$ cat src/rtl/mem_port_arbiter.sv
// mem_port_arbiter
//   Shares one single-port synchronous memory between instruction fetch (I) and EX-stage
//   load/store (D). At most one access is issued per cycle. D has priority, but I is forced
//   to win once it has lost STARVE_MAX consecutive contended cycles. Each read is tagged so
//   its response, one cycle later, returns to its owner. A taken branch (i_flush_i) discards
//   fetch responses still in flight.
//
// Ports
//   clk, rst                 clock, synchronous active-high reset
//   i_req_i/i_addr_i         fetch read request and word address
//   i_flush_i                taken branch, drop in-flight fetch responses
//   i_stall_o                fetch request not accepted this cycle
//   i_rvalid_o/i_rdata_o     fetch response and its data
//   i_raddr_o                address of the returned fetch word
//   d_req_i/d_we_i           load/store request, 1 = store
//   d_addr_i/d_wdata_i       data address and store data
//   d_stall_o                data request not accepted this cycle
//   d_rvalid_o/d_rdata_o     load response and its data
//   mem_a_o/mem_w_o/mem_d_o  memory address, write enable, write data
//   mem_q_i                  memory read data, one cycle after the address

module mem_port_arbiter #(
  parameter int unsigned ADDR_W     = 16,
  parameter int unsigned WORD_W     = 32,
  parameter int unsigned STARVE_MAX = 4
) (
  input  logic              clk,
  input  logic              rst,

  input  logic              i_req_i,
  input  logic [ADDR_W-1:0] i_addr_i,
  input  logic              i_flush_i,
  output logic              i_stall_o,
  output logic              i_rvalid_o,
  output logic [WORD_W-1:0] i_rdata_o,
  output logic [ADDR_W-1:0] i_raddr_o,

  input  logic              d_req_i,
  input  logic              d_we_i,
  input  logic [ADDR_W-1:0] d_addr_i,
  input  logic [WORD_W-1:0] d_wdata_i,
  output logic              d_stall_o,
  output logic              d_rvalid_o,
  output logic [WORD_W-1:0] d_rdata_o,

  output logic [ADDR_W-1:0] mem_a_o,
  output logic              mem_w_o,
  output logic [WORD_W-1:0] mem_d_o,
  input  logic [WORD_W-1:0] mem_q_i
);

  localparam int unsigned CntW = $clog2(STARVE_MAX + 1);
  localparam logic [CntW-1:0] StarveMaxC = CntW'(STARVE_MAX);

  // Owner of the read response arriving on mem_q_i this cycle.
  typedef enum logic [1:0] {
    PendNone,
    PendI,
    PendIDrop,
    PendD
  } pend_e;

  pend_e             pend_q, pend_d;
  logic [CntW-1:0]   starve_q, starve_d;
  logic [ADDR_W-1:0] addr_q, addr_d;
  logic [ADDR_W-1:0] raddr_q, raddr_d;

  logic i_gnt, d_gnt;

  // ---------------------------------------------------------------------------------------
  // Arbitration
  // ---------------------------------------------------------------------------------------
  always_comb begin
    i_gnt = 1'b0;
    d_gnt = 1'b0;
    if (!rst) begin
      if (i_req_i && (!d_req_i || (starve_q == StarveMaxC))) begin
        i_gnt = 1'b1;
      end else if (d_req_i) begin
        d_gnt = 1'b1;
      end
    end
  end

  // Both stalls are forced high during reset, even without a request.
  assign i_stall_o = rst | (i_req_i & ~i_gnt);
  assign d_stall_o = rst | (d_req_i & ~d_gnt);

  // ---------------------------------------------------------------------------------------
  // Memory side: the granted request drives the macro combinationally; the address is
  // held from the last grant so the macro input does not toggle on idle cycles.
  // ---------------------------------------------------------------------------------------
  always_comb begin
    mem_a_o = addr_q;
    mem_w_o = 1'b0;
    mem_d_o = '0;
    addr_d  = addr_q;
    if (i_gnt) begin
      mem_a_o = i_addr_i;
      addr_d  = i_addr_i;
    end else if (d_gnt) begin
      mem_a_o = d_addr_i;
      mem_w_o = d_we_i;
      mem_d_o = d_wdata_i;
      addr_d  = d_addr_i;
    end
  end

  // ---------------------------------------------------------------------------------------
  // Starvation counter and response-tracking next state
  // ---------------------------------------------------------------------------------------
  always_comb begin
    starve_d = starve_q;
    if (i_gnt || !i_req_i) begin
      starve_d = '0;
    end else if (d_gnt && (starve_q != StarveMaxC)) begin
      starve_d = starve_q + CntW'(1);
    end
  end

  always_comb begin
    pend_d  = PendNone;
    raddr_d = raddr_q;
    if (i_gnt) begin
      // A fetch issued alongside a flush belongs to the old path: keep the slot but drop it.
      pend_d  = i_flush_i ? PendIDrop : PendI;
      raddr_d = i_addr_i;
    end else if (d_gnt && !d_we_i) begin
      pend_d = PendD;
    end
  end

  always_ff @(posedge clk) begin
    if (rst) begin
      pend_q   <= PendNone;
      starve_q <= '0;
      addr_q   <= '0;
      raddr_q  <= '0;
    end else begin
      pend_q   <= pend_d;
      starve_q <= starve_d;
      addr_q   <= addr_d;
      raddr_q  <= raddr_d;
    end
  end

  // ---------------------------------------------------------------------------------------
  // Responses: data comes straight from the macro, gated to zero when not valid.
  // ---------------------------------------------------------------------------------------
  always_comb begin
    i_rvalid_o = !rst && (pend_q == PendI) && !i_flush_i;
    d_rvalid_o = !rst && (pend_q == PendD);
    i_rdata_o  = i_rvalid_o ? mem_q_i : '0;
    d_rdata_o  = d_rvalid_o ? mem_q_i : '0;
    i_raddr_o  = raddr_q;
  end

  // ---------------------------------------------------------------------------------------
  // Invariants
  // ---------------------------------------------------------------------------------------
  a_one_grant : assert property (@(posedge clk) disable iff (rst) !(i_gnt && d_gnt));
  a_one_resp  : assert property (@(posedge clk) disable iff (rst) !(i_rvalid_o && d_rvalid_o));
  a_cnt_range : assert property (@(posedge clk) disable iff (rst) starve_q <= StarveMaxC);

endmodule

$ cat config.mk
export PLATFORM = sky130hd
export DESIGN_NAME = mem_port_arbiter
export DESIGN_NICKNAME = d
export VERILOG_FILES = /design/src/rtl/mem_port_arbiter.sv
export SDC_FILE = /design/constraint.sdc
export NUM_CORES = 1
export LEC_CHECK = 0
export BUFFER_PORTS_ARGS = -buffer_cell sky130_fd_sc_hd__buf_2
export CORE_ASPECT_RATIO = 2
export CORE_MARGIN = 5
export CORE_UTILIZATION = 36
export DETAILED_ROUTE_END_ITERATION = 16
export PLACE_DENSITY = 0.82
export SLEW_MARGIN = 25
export SYNTH_ARGS = -nofsm -noshare
export SYNTH_HDL_FRONTEND = slang
export SYNTH_SLANG_ARGS = --single-unit
$ cat constraint.sdc
create_clock -name clk -period 2.4 [get_ports clk]
set_input_delay 0.6 -clock clk [delete_from_list [all_inputs] [get_ports clk]]
set_output_delay 0.6 -clock clk [all_outputs]
set_load 0.02 [all_outputs]
### Word level (Yosys, flattened, before mapping)

Index checks and enable logic that the tools add are counted.

| word-level totals | value |
|---|---|
| register bits after elaboration | 37 |
| input bits | 102 |
| logic and storage cells | 45 |

| cells by class | value |
|---|---|
| reduce and logical (&&, ||, !) cells | 14 |
| multiplexer cells | 16 |
| eq/ne operators | 4 |
| $add $sub $neg | 1 |
| bitwise operators | 6 |

Operators by type and width:

| operator | count |
|---|---|
| 2-to-1 mux 32 bit | 4 |
| 2-to-1 mux 16 bit | 2 |
| 2-to-1 mux 1 bit | 7 |
| logical AND 1 bit | 6 |
| 2-to-1 mux 2 bit | 3 |
| zero test 1 bit | 5 |
| adder 3 x 1 -> 3 bit (second input constant) | 1 |
| == test 3 bit (second input constant) | 1 |
| inequality test 3 bit (second input constant) | 1 |
| bitwise AND 1 bit | 2 |
| == test 2 x 1 -> 1 bit (second input constant) | 1 |
| == test 2 bit (second input constant) | 1 |
| logical OR 1 bit | 2 |
| NOT 1 bit | 2 |
| OR 1 bit | 2 |
| OR reduction 2 bit | 1 |

### Longest topological paths before layout

Gate-level depths: netlist of the first run.

| depth | value |
|---|---|
| depth after elaboration | 8 |
| gate-level depth with buffers | 7 |
| gate-level depth less buffers | 5 |

### Least setup slack after synthesis of the first run

No wires, ideal clock.

| path | value |
|---|---|
| kind | input port to output port |
| from | input rst |
| to | output mem_a_o[0] |
| arrival | 1697 ps |
| required time | 1800 ps |
| path slack | 103 ps |
| buffers on the path | 4 |
| cell stages on the path | 7 |
| cells stage by stage | buf_4 > nor2b_1 > buf_6 > and2_4 > buf_6 > buf_6 > a221o_1 |

| on the way | value |
|---|---|
| word-level cells in the longest chain between the ends | 3 |
| elaborated cells on any way between the ends | 4 |
| those cells by class | mux (4) |

RTL lines:

| item | RTL line | text |
|---|---|---|
| from (decl) | 28 | `input logic rst,` |
| 2-to-1 mux 1 bit | 76 | `if (!rst) begin` |
| 2-to-1 mux 16 bit | 101 | `end else if (d_gnt) begin` |
| 2-to-1 mux 16 bit (*) | - |  |
| to (decl) | 46 | `output logic [ADDR_W-1:0] mem_a_o,` |

Every way passes the cells marked *; elsewhere a longest branch is shown, timed or not.

### Final worst setup path of the first run

| path | value |
|---|---|
| from | register starve_q[0] |
| to | output mem_a_o[11] |

| on the way | value |
|---|---|
| word-level cells in the longest chain between the ends | 7 |
| elaborated cells on any way between the ends | 9 |
| those cells by class | eq/ne (1); mux (6); reduce/logical (2) |

RTL lines:

| item | RTL line | text |
|---|---|---|
| from (decl) | 64 | `logic [CntW-1:0] starve_q, starve_d;` |
| from (signal assigned) | 141 | `starve_q <= starve_d;` |
| == test 3 bit (*) | 77 | `if (i_req_i && (!d_req_i \|\| (starve_q == StarveMaxC))) begin` |
| logical OR 1 bit (*) | 77 |  |
| logical AND 1 bit (*) | 77 |  |
| 2-to-1 mux 1 bit | 77 |  |
| 2-to-1 mux 1 bit | 76 |  |
| 2-to-1 mux 16 bit | 101 |  |
| 2-to-1 mux 16 bit (*) | - |  |

Marked as above.

==> results of run 1 <==
-- worst max-delay path, delay by kind of cell (launching register included) --
kind,cells,cell delay [ns]
AOI/OAI and AO/OA,1,0.36
adders and majority gates,1,0.15
buffers and inverters,3,0.31
DFF,1,0.33
and+or+nand+nor,2,0.32
-- timing repair --
item | CTS | global route
setup buffers | 0 | 1
setup endpoints to repair | 16 | 49
gates cloned | 4 | 0
hold buffers | 0 | 0
resized for setup | 15 | 32
pin swaps | 4 | 13
-- cell type report --
type | count | share of cell area (%)
multi-input combinational | 207 | 38.5
timing repair buffer | 249 | 35.3
sequential | 37 | 18.4
clock buffer | 5 | 3.10
tap | 88 | 2.72
clock inverter | 3 | 1.70
inverter | 3 | 0.279
antenna | 1 | 0.0619
-- state kept, by name, summed over array words and instances, names as in the netlist --
signal,count
addr_q,16
starve_q,3
i_raddr_o,16
pend_q,2
-- how the worst max path moves through the flow --
| stage | cells past startpoint | start | slack, ns | to |
|---|---|---|---|---|
| floorplan | 7 | rst | 0.10 | mem_a_o[0] |
| global placement | 5 | rst | -0.19 | mem_a_o[13] |
| detailed placement | 5 | rst | -0.21 | mem_a_o[6] |
| CTS | 7 | starve_q[0] | 0.003 | mem_a_o[0] |
| global route | 7 | starve_q[0] | -0.03 | mem_a_o[11] |
| finish | 7 | starve_q[0] | 0.04 | mem_a_o[11] |
-- stage by stage --
stage,setup WS (ns),hold slack [ns],area (um^2),util [%]
after floorplan,0.103,0.417,2370,-
after global placement,-0.187,0.430,3650,56.1
after detailed placement,-0.213,0.442,3650,56.1
after CTS,0.00260,0.471,3940,60.4
after global routing,-0.0261,0.439,4040,62.0
final,0.0409,0.423,4040,62.0
-- cells in the final DEF (no fill, tap or decap), drive strengths merged --
master | synthesis | final
a21boi | 1 | 1
a221o | 32 | 32
a22o | 16 | 16
a31o | 1 | 1
and2 | 97 | 99
and3 | 33 | 33
and3b | 1 | 1
buf | 12 | 249
bufinv | 0 | 2
clkbuf | 15 | 5
dfxtp | 37 | 37
diode | 0 | 1
ha | 2 | 2
inv | 3 | 4
mux2i | 1 | 1
nand2 | 3 | 3
nand2b | 1 | 1
nand3 | 2 | 2
nor2 | 4 | 6
nor2b | 1 | 1
nor3 | 2 | 2
nor4b | 1 | 1
o21bai | 2 | 2
o2bb2ai | 2 | 2
o32ai | 1 | 1
-- report_power, final --
part / total, mW / internal, mW / switching [mW]
Clock: 0.858 / 0.599 / 0.259
Sequential: 0.670 / 0.653 / 0.0173
Combinational: 0.517 / 0.246 / 0.272
-- cells by family (layout without fill, tap and decap cells) --
family                   count (synthesis)  in the layout  synth area share [%]
AO/OA/AOI/OAI                           55             55                  21.9
adder cells (fa/ha/maj)                  2              2                  1.06
other                                    0              1                     0
multiplexers                             1              1                 0.423
buffers and inverters                   30            260                  7.03
AND/OR/NAND/NOR                        145            149                  38.4
flip-flops                              37             37                  31.3
-- layer usage --
layer,wire (um),up-vias,share of wire (%),GRT usage [%]
met5,19,-,0.19,0
met4,293,4,3.0,7.06
met3,1340,24,14,6.68
met2,4670,187,47,38.5
met1,3540,1310,36,24.7
li1,-,1444,-,-
==> summary.md, run 1 <==
| Metric | Value |
|---|---|
| Core area | `between 6000 and 7000 um^2` |
| Most frequent cells after synthesis | `and2_1 (96), dfxtp_1 (37), and3_1 (33)` |
| Clk_lat worst skew | `roughly 0.28 ns` |
| Die footprint | `8400 um^2` |
| Iteration count of the initial detailed-routing pass | `4` |
| Layout cells sized above 1 | `54.6%` |
| Final period util | `98.3%` |
| Drc violations | `0` |
| Filler cell count | `~590` |
| DR vias | `about 3000` |
| Final Skew | `between 0.001 and 0.0015 ns` |
| CTS buffer count | `5` |
| FFs w/ async S/R, synth | `0%` |
| Gr usage total | `between 20 and 25%` |
| GRT overflow | `0` |
| Vias in the first global route | `2907` |
| Syn Area/Cell | `about 8.8 um^2` |
| Worst stage delay on the critical path | `0.36 ns` |
| Critical path arrival | `1.76 ns` |
| Rows | `42` |
| RR Startpoint | `starve_q[2]` |
| IO Pins | `~240` |
| Count leader, synth | `and2_1` |
| FF+latch area | `roughly 740 um^2` |
| Post-synth top flop | `dfxtp_1` |
| Crit path max fanout | `8` |
| Routed WL | `~9900 um` |
| Placed cells | `about 580` |
| WHS Endpoint | `starve_q[0]` |
| Die X | `67.4 um` |
| Area of the multi-input gates | `1560 um^2` |
| CP dominant cell by count | `buf_6` |
| Outcome | `completed` |
| Yosys warns | `0` |
| First-pass GRT wire length | `14500 um` |
| Hold-critical path depth | `1` |
| Final hold vios | `0` |
| CP Launch Type | `flop` |
| Clk root buf | `clkbuf_16` |
| Clock sink count | `37` |
| Hold path startpoint | `starve_q[0]` |
| Seq/Total Area, Yosys | `between 30% and 40%` |
| #FFs+latches synth | `37` |
| Gp weighted congestion | `0.848` |
| Bufs on Longest Clock Path | `2` |
| Syn nets | `about 370` |
| Vias per std cell | `around 5` |
| Crit path cell chain | `inv_2 -> ha_4 -> buf_6 -> nand3_4 -> and2_4 -> a221o_1 -> buf_6` |
| Area fraction of the dominant cell type after synthesis | `31.3%` |
| Wire length per cell | `~17 um` |
| Worst r2r dst | `addr_q[1]` |
| Worst-margin pin slew | `0.891 ns` |
| Post-DP HPWL | `7210 um` |
| Tot Pwr | `between 2 and 2.5 mW` |
| Non-filler cells, final | `slightly below 600` |
| CTS tree | `yes` |
| Number of enable flip-flop cells after synthesis | `0` |
| Worst vdd ir | `between 0.4 and 0.5 mV` |
| Max Cap Violations | `0` |
| CTS clock-pin slew for the worst setup and hold paths | `~0.06 ns` |
| RSZ-0062 raised after global routing | `yes` |
| Worst reg2reg path depth | `3` |
| Slew HR | `40.5%` |
| LEAKAGE | `between 2 and 2.5 nW` |
| CP endpoint kind | `output pin` |
| Final min period | `between 2 and 2.5 ns` |
| Synth top area cells | `dfxtp_1 (31%), and2_1 (25%), a221o_1 (14%)` |
| Number of antenna violations at the first check in global routing | `3` |
| Max Clk Rate | `around 420 MHz` |
| Synth Cell Area | `about 2400 um^2` |
| Setup Crit Path Kind | `reg -> out` |
| PwrDens | `around 510 nW/um^2` |
| Worst Path Required | `between 1.5 and 2 ns` |
| Area growth, synth to finish | `70.7%` |
| Initial Util | `a little over a third` |
| Post-route setup TNS | `0 ns` |
| Post-layout nets | `between 600 and 700` |
| # H-tree levels | `2` |
| Mapped Cells | `between 200 and 300` |
| Final setup viols | `0` |
| Largest net degree at the start of global routing | `37` |
| CP max-delay cell | `a221o_1` |
| Final Max Tran Viols | `0` |
| Chip height | `roughly 120 um` |
| Dominant cell type by area after synthesis | `dfxtp_1` |
| Netlist cell types | `28` |
| Hold/Removal Path Class | `reg -> reg` |
| Post-route ant nets | `0` |
| Port Buf Inserts | `234` |
| R2R setup slack | `around 0.72 ns` |
| Starting DRT DRC Count | `169` |
Power figures use the tool's default switching activity.
==> run 2: changes to the inputs <==
--- a/config.mk
+++ b/config.mk
@@ -11,6 +11,7 @@
 export CORE_UTILIZATION = 36
 export DETAILED_ROUTE_END_ITERATION = 16
 export PLACE_DENSITY = 0.82
+export SETUP_SLACK_MARGIN = 0.05
 export SLEW_MARGIN = 25
 export SYNTH_ARGS = -nofsm -noshare
 export SYNTH_HDL_FRONTEND = slang
==> run 2 against run 1 <==
  * Sequential share of layout area decreased by 0.051 points
  * Final area up 0.28%
  * Clock power barely moved
  * Total power grew 0.17%
  * Critical path depth is the same
  * Routed wire length increased by 1.2%
  * Worst setup slack lost 0.024 ns
  * Non-clock buffer count unchanged
  * Sequential power barely moved
  * Via count up 0.44%
==> summary.md, run 2 (synthesis gave the netlist of run 1 again) <==
| Metric | Value |
|---|---|
| Worst stage delay on the critical path | `0.38 ns (was 0.36 ns)` |
| GRT overflow | `0 (unchanged)` |
| Met2 track utilization from global routing | `37.9% (was 38.5%)` |
| Fin worst setup slack | `0.0173 ns (was 0.0409 ns)` |
| CTS tree | `yes (unchanged)` |
| Chip height | `125 um (unchanged)` |
| Crit path cell chain | `inv_2 -> ha_4 -> buf_6 -> nand3_4 -> and2_4 -> a221o_1 -> buf_6 (unchanged)` |
| Worst Path Required | `1.80 ns (about the same)` |
| Vias in the first global route | `2962 (was 2907)` |
| Final setup viols | `0 (unchanged)` |
| Drc violations | `0 (unchanged)` |
| Outcome | `completed (unchanged)` |
| Sequential Power Share | `32.7% (was 32.8%)` |
| CP dominant cell by count | `buf_6 (unchanged)` |
| Final Skew | `0.00146 ns (was 0.00141 ns)` |
| Final Instance Area | `4050 um^2 (was 4040 um^2)` |
| Gp weighted congestion | `0.848 (unchanged)` |
| Iteration count of the initial detailed-routing pass | `4 (unchanged)` |
| CTS buffer count | `5 (unchanged)` |
| Worst reg2reg path depth | `3 (unchanged)` |
| Hold-critical path depth | `1 (unchanged)` |
| Clk root buf | `clkbuf_16 (unchanged)` |
| Initial Util | `36.3% (unchanged)` |
| Starting DRT DRC Count | `175 (was 169)` |
| Core area | `6520 um^2 (unchanged)` |
| Max Cap Violations | `0 (unchanged)` |
| Port Buf Inserts | `234 (unchanged)` |
| Met1 Resource Use GR | `25.3% (was 24.7%)` |
| RSZ-0062 raised after global routing | `yes (unchanged)` |
| Commonest non-fill, non-tap cell in the layout | `buf_2 (unchanged)` |
| Final period util | `99.3% (was 98.3%)` |
| Post-route ant nets | `0 (unchanged)` |
| Area of the multi-input gates | `1560 um^2 (unchanged)` |
| Max Clk Rate | `420 MHz (was 424 MHz)` |
| First-pass GRT wire length | `14900 um (was 14500 um)` |
| DR vias | `2982 (was 2969)` |
| Hold/Removal Path Class | `reg -> reg (unchanged)` |
| Critical path arrival | `1.78 ns (was 1.76 ns)` |
| Clk pwr share | `41.8% (was 41.9%)` |
| Filler cell count | `581 (was 585)` |
| Clock sink count | `37 (unchanged)` |
| PwrDens | `505 nW/um^2 (was 506 nW/um^2)` |
| Most Crowded Layer GR | `met2 (unchanged)` |
| Number of antenna violations at the first check in global routing | `3 (unchanged)` |
| Internal | `1.50 mW (about the same)` |
| Post-DP HPWL | `7210 um (unchanged)` |
| Dpl ws | `-0.213 ns (unchanged)` |
| Wire length per cell | `16.8 um (was 16.6 um)` |
| Combinational Power Share | `25.5% (was 25.3%)` |
| Clk_lat worst skew | `0.28 ns (about the same)` |
| Bufs on Longest Clock Path | `2 (unchanged)` |
| CP endpoint kind | `output pin (unchanged)` |
| CP max-delay cell | `a221o_1 (unchanged)` |
| Gr usage total | `22.7% (was 22.1%)` |
| Setup Crit Path Kind | `reg -> out (unchanged)` |
| Routed WL | `9990 um (was 9860 um)` |
| # H-tree levels | `2 (unchanged)` |
| Sw Pwr | `549 uW (was 548 uW)` |
| Vias per std cell | `5.03 (was 5.01)` |
| FF+latch area | `743 um^2 (unchanged)` |
| Crit path max fanout | `8 (unchanged)` |
| CP Launch Type | `flop (unchanged)` |
| Post-route setup TNS | `0 ns (unchanged)` |
| Area growth, synth to finish | `71.2% (was 70.7%)` |
| Layout cells sized above 1 | `54.6% (unchanged)` |
| Post-layout nets | `607 (unchanged)` |
| Die X | `67.4 um (unchanged)` |
| Worst vdd ir | `0.429 mV (was 0.431 mV)` |
| IO Pins | `235 (unchanged)` |
| Commonest non-fill, non-tap cells in the layout | `buf_2 (218), and2_1 (96), dfxtp_1 (35) (unchanged)` |
| Sw frac | `26.8% (about the same)` |
| Rows | `42 (unchanged)` |
| Met3 Use GR | `7.22% (was 6.68%)` |
| DP Area | `3650 um^2 (unchanged)` |
| CTS clock-pin slew for the worst setup and hold paths | `0.06 ns (about the same)` |
| Final Max Tran Viols | `0 (unchanged)` |
| Final min period | `2.38 ns (was 2.36 ns)` |
| LEAKAGE | `2.34 nW (about the same)` |
| Largest net degree at the start of global routing | `37 (unchanged)` |
| Die footprint | `8400 um^2 (unchanged)` |
| Slew HR | `40.2% (was 40.5%)` |
| Tot Pwr | `2.05 mW (about the same)` |
| Final hold vios | `0 (unchanged)` |
| Worst-margin pin slew | `0.897 ns (was 0.891 ns)` |
[run 2: cell counts in the layout (fill, tap and decap cells not counted)]
No cell type changed its count.
[run 2: path summary, 6_finish.rpt]
check,slack (ns),end,from
worst min register to register,0.42,starve_q[0],starve_q[0]
worst max-delay path,0.02,mem_a_o[6],starve_q[0]
worst max register to register,0.71,addr_q[1],starve_q[2]
worst min-delay path,0.42,starve_q[0],starve_q[0]
[run 2: metal layers]
metal,vias to the layer above,wire (um)
li1,1445,-
met2,196,4600
met1,1307,3660
met5,-,19
met4,4,431
met3,30,1280
[run 2: metrics by stage]
stage	hold slack (ns)	utilization, %	cells
4_1_cts	0.429	61.9	591
5_1_grt	0.439	62.2	593
2_1_floorplan	0.417	-	270
3_5_place_dp	0.442	56.1	579
6_report	0.423	62.2	593
3_3_place_gp	0.430	56.1	579
[run 2: power groups by stage]
stage | Clock (mW) | Combinational [mW] | Sequential, mW
after floorplan | 0 | 0.239 | 0.697
after global routing | 0.904 | 0.558 | 0.674
final | 0.857 | 0.522 | 0.670
after detailed placement | 0 | 0.458 | 0.683
after global placement | 0 | 0.453 | 0.681
after CTS | 0.875 | 0.516 | 0.670
[run 2: final cells by class]
cell class | count | area share, %
Clock inverter | 3 | 1.70
Timing Repair Buffer | 249 | 35.4
Inverter | 3 | 0.278
Multi-Input combinational cell | 207 | 38.4
Clock buffer | 5 | 3.09
Sequential cell | 37 | 18.3
Antenna cell | 1 | 0.0617
Tap cell | 88 | 2.72
[run 2: what timing repair did]
action | CTS | global route
gates cloned | 4 | 0
buffers inserted | 0 | 1
hold buffers | 0 | 0
endpoints found under the setup margin | 16 | 49
gates resized for setup | 47 | 3
pin swaps | 18 | 6
[run 2: critical path, delay by kind of cell, from the launching register on]
kind,cells,cell delay [ns]
AND/OR/NAND/NOR,2,0.34
AO/OA/AOI/OAI,1,0.38
buffers and inverters,3,0.31
adder cells (fa/ha/maj),1,0.15
flip-flops,1,0.33
==> run 3: changes to the inputs <==
--- a/config.mk
+++ b/config.mk
@@ -10,7 +10,7 @@
 export CORE_MARGIN = 5
 export CORE_UTILIZATION = 36
 export DETAILED_ROUTE_END_ITERATION = 16
-export PLACE_DENSITY = 0.82
+export PLACE_DENSITY = 0.81
 export SETUP_SLACK_MARGIN = 0.05
 export SLEW_MARGIN = 25
 export SYNTH_ARGS = -nofsm -noshare
==> run 3 against run 2 <==
  * Worst setup slack improved by 0.013 ns
  * Combinational power rose by 4.0%
  * Routed wire length decreased by 2.0%
  * Largest cell class unchanged
  * Register-to-register slack got worse by 0.10 ns
  * Sequential cell count is the same
  * Clock power shrank 13%
  * Global-route usage shrank 0.77 points
  * Total power shrank 4.4%
  * Sequential share of layout area down 0.25 points
  * Highest routed layer is now met4
  * Core utilization is 0.86 points higher
  * Sequential power hardly changed
  * First-iteration DRC count down 50%
==> summary.md, run 3 (synthesis gave the netlist of run 1 again) <==
| Metric | Value |
|---|---|
| Outcome | `completed (unchanged)` |
| Commonest non-fill, non-tap cell in the layout | `buf_2 (unchanged)` |
| Wire length per cell | `16.4 um (was 16.8 um)` |
| CTS tree | `yes (unchanged)` |
| Layout cells sized above 1 | `57.2% (was 54.6%)` |
| Area growth, synth to finish | `73.5% (was 71.2%)` |
| Clk_lat worst skew | `0.28 ns (about the same)` |
| Crit path max fanout | `8 (unchanged)` |
| Bufs on Longest Clock Path | `2 (unchanged)` |
| Rows | `42 (unchanged)` |
| Drc violations | `0 (unchanged)` |
| Combinational Power Share | `27.7% (was 25.5%)` |
| Setup Crit Path Kind | `reg -> out (unchanged)` |
| CTS clock-pin slew for the worst setup and hold paths | `0.06 ns (about the same)` |
| Post-DP HPWL | `6940 um (was 7210 um)` |
| Final Instance Area | `4110 um^2 (was 4050 um^2)` |
| CTS buffer count | `5 (unchanged)` |
| Max Cap Violations | `0 (unchanged)` |
| Non-filler cells, final | `595 (was 593)` |
| Sequential Power Share | `34.3% (was 32.7%)` |
| Worst Path Required | `1.80 ns (about the same)` |
| Vias per std cell | `5.07 (was 5.03)` |
| Final setup viols | `0 (unchanged)` |
| RSZ-0062 raised after global routing | `yes (unchanged)` |
| Clk pwr share | `38.0% (was 41.8%)` |
| PwrDens | `476 nW/um^2 (was 505 nW/um^2)` |
| Core area | `6520 um^2 (unchanged)` |
| Chip height | `125 um (unchanged)` |
| Iteration count of the initial detailed-routing pass | `4 (unchanged)` |
| Internal | `1.41 mW (was 1.50 mW)` |
| DP Area | `3640 um^2 (was 3650 um^2)` |
| Starting DRT DRC Count | `88 (was 175)` |
| First-pass GRT wire length | `14500 um (was 14900 um)` |
| Number of antenna violations at the first check in global routing | `0 (was 3)` |
| Worst vdd ir | `0.645 mV (was 0.429 mV)` |
| IO Pins | `235 (unchanged)` |
| Die footprint | `8400 um^2 (unchanged)` |
| Initial Util | `36.3% (unchanged)` |
| Die X | `67.4 um (unchanged)` |
| Final hold vios | `0 (unchanged)` |
| Max Clk Rate | `422 MHz (was 420 MHz)` |
| Final period util | `98.7% (was 99.3%)` |
| Critical path arrival | `1.77 ns (was 1.78 ns)` |
| Routed WL | `9790 um (was 9990 um)` |
| GRT overflow | `0 (unchanged)` |
| Clock sink count | `37 (unchanged)` |
| Gr usage total | `22.0% (was 22.7%)` |
| Sw Pwr | `549 uW (about the same)` |
| Hold/Removal Path Class | `reg -> reg (unchanged)` |
| Slew HR | `39.8% (was 40.2%)` |
| Worst-margin pin slew | `0.898 ns (was 0.897 ns)` |
| DR vias | `3019 (was 2982)` |
| LEAKAGE | `2.38 nW (was 2.34 nW)` |
| # H-tree levels | `2 (unchanged)` |
| Port Buf Inserts | `234 (unchanged)` |
| Largest net degree at the start of global routing | `37 (unchanged)` |
| Post-route ant nets | `0 (unchanged)` |
| CP Launch Type | `flop (unchanged)` |
| Number of diodes | `0 (was 1)` |
| Final min period | `2.37 ns (was 2.38 ns)` |
| Filler cell count | `584 (was 581)` |
| Util after Layout | `63.1% (was 62.2%)` |
| Sw frac | `28.0% (was 26.8%)` |
| Post-layout nets | `610 (was 607)` |
| Gp weighted congestion | `0.747 (was 0.848)` |
| CP endpoint kind | `output pin (unchanged)` |
| Commonest non-fill, non-tap cells in the layout | `buf_2 (217), and2_1 (84), dfxtp_1 (35) (was buf_2 (218), and2_1 (96), dfxtp_1 (35))` |
| Clk root buf | `clkbuf_16 (unchanged)` |
| Final Max Tran Viols | `0 (unchanged)` |
| Final Skew | `0.00626 ns (was 0.00146 ns)` |
| Tot Pwr | `1.96 mW (was 2.05 mW)` |
| Placed cells | `577 (was 579)` |
| Vias in the first global route | `2871 (was 2962)` |
## run 3: area by class of cell
class / count / area [um^2] / area share (%)
Multi-Input combinational cell: 207 / 1590 / 38.7
Clock inverter: 3 / 46.3 / 1.13
Clock buffer: 5 / 125 / 3.04
Sequential cell: 37 / 743 / 18.1
Tap cell: 88 / 110 / 2.68
Inverter: 3 / 11.3 / 0.274
Timing Repair Buffer: 252 / 1480 / 36.1
## run 3: per-layer routing
metal	part of all wire, %	wire (um)	GRT usage (%)	vias up
met2	51	4950	38.6	194
met5	0	0	0	-
met4	0.62	61	5.26	0
met1	37	3660	25.3	1368
met3	11	1120	6.14	6
li1	-	-	-	1451
## run 3: worst max-delay path, cell delays in order, from the launching register on
cell and delay (ns):
dfxtp_2 0.34, inv_2 0.06, ha_4 0.14, buf_6 0.11, nand3_4 0.10, and2_4 0.23, a221o_1 0.37, buf_6 0.14
## run 3: timing repair
action,in CTS,in global routing
cloned,5,0
pin swaps,11,15
hold buffers,0,0
gates resized for setup,51,15
setup endpoints to repair,16,42
buffers inserted,3,2
## run 3: worst paths after layout
check | slack (ns) | endpoint | startpoint | cells after the start
worst max-delay path | 0.03 | mem_a_o[1] | starve_q[0] | 7
worst min-delay path | 0.44 | starve_q[0] | starve_q[0] | 1
worst min register to register | 0.44 | starve_q[0] | starve_q[0] | 1
worst max register to register | 0.61 | addr_q[15] | starve_q[0] | 6
## run 3: through the flow
stage | TNS (ns) | worst slack, ns | hold WS [ns]
floorplan | 0 | 0.103 | 0.417
global placement | -2.77 | -0.176 | 0.433
detailed placement | -3.18 | -0.218 | 0.451
CTS | 0 | 0.0518 | 0.435
global route | -0.00340 | -0.00287 | 0.444
finish | 0 | 0.0306 | 0.442
## run 3: power groups by stage
stage / clock [mW] / sequential [mW] / combinational, mW
6_report: 0.744 / 0.672 / 0.543
5_1_grt: 0.785 / 0.676 / 0.579
4_1_cts: 0.753 / 0.671 / 0.524
3_5_place_dp: 0 / 0.682 / 0.457
3_3_place_gp: 0 / 0.680 / 0.450
2_1_floorplan: 0 / 0.697 / 0.239
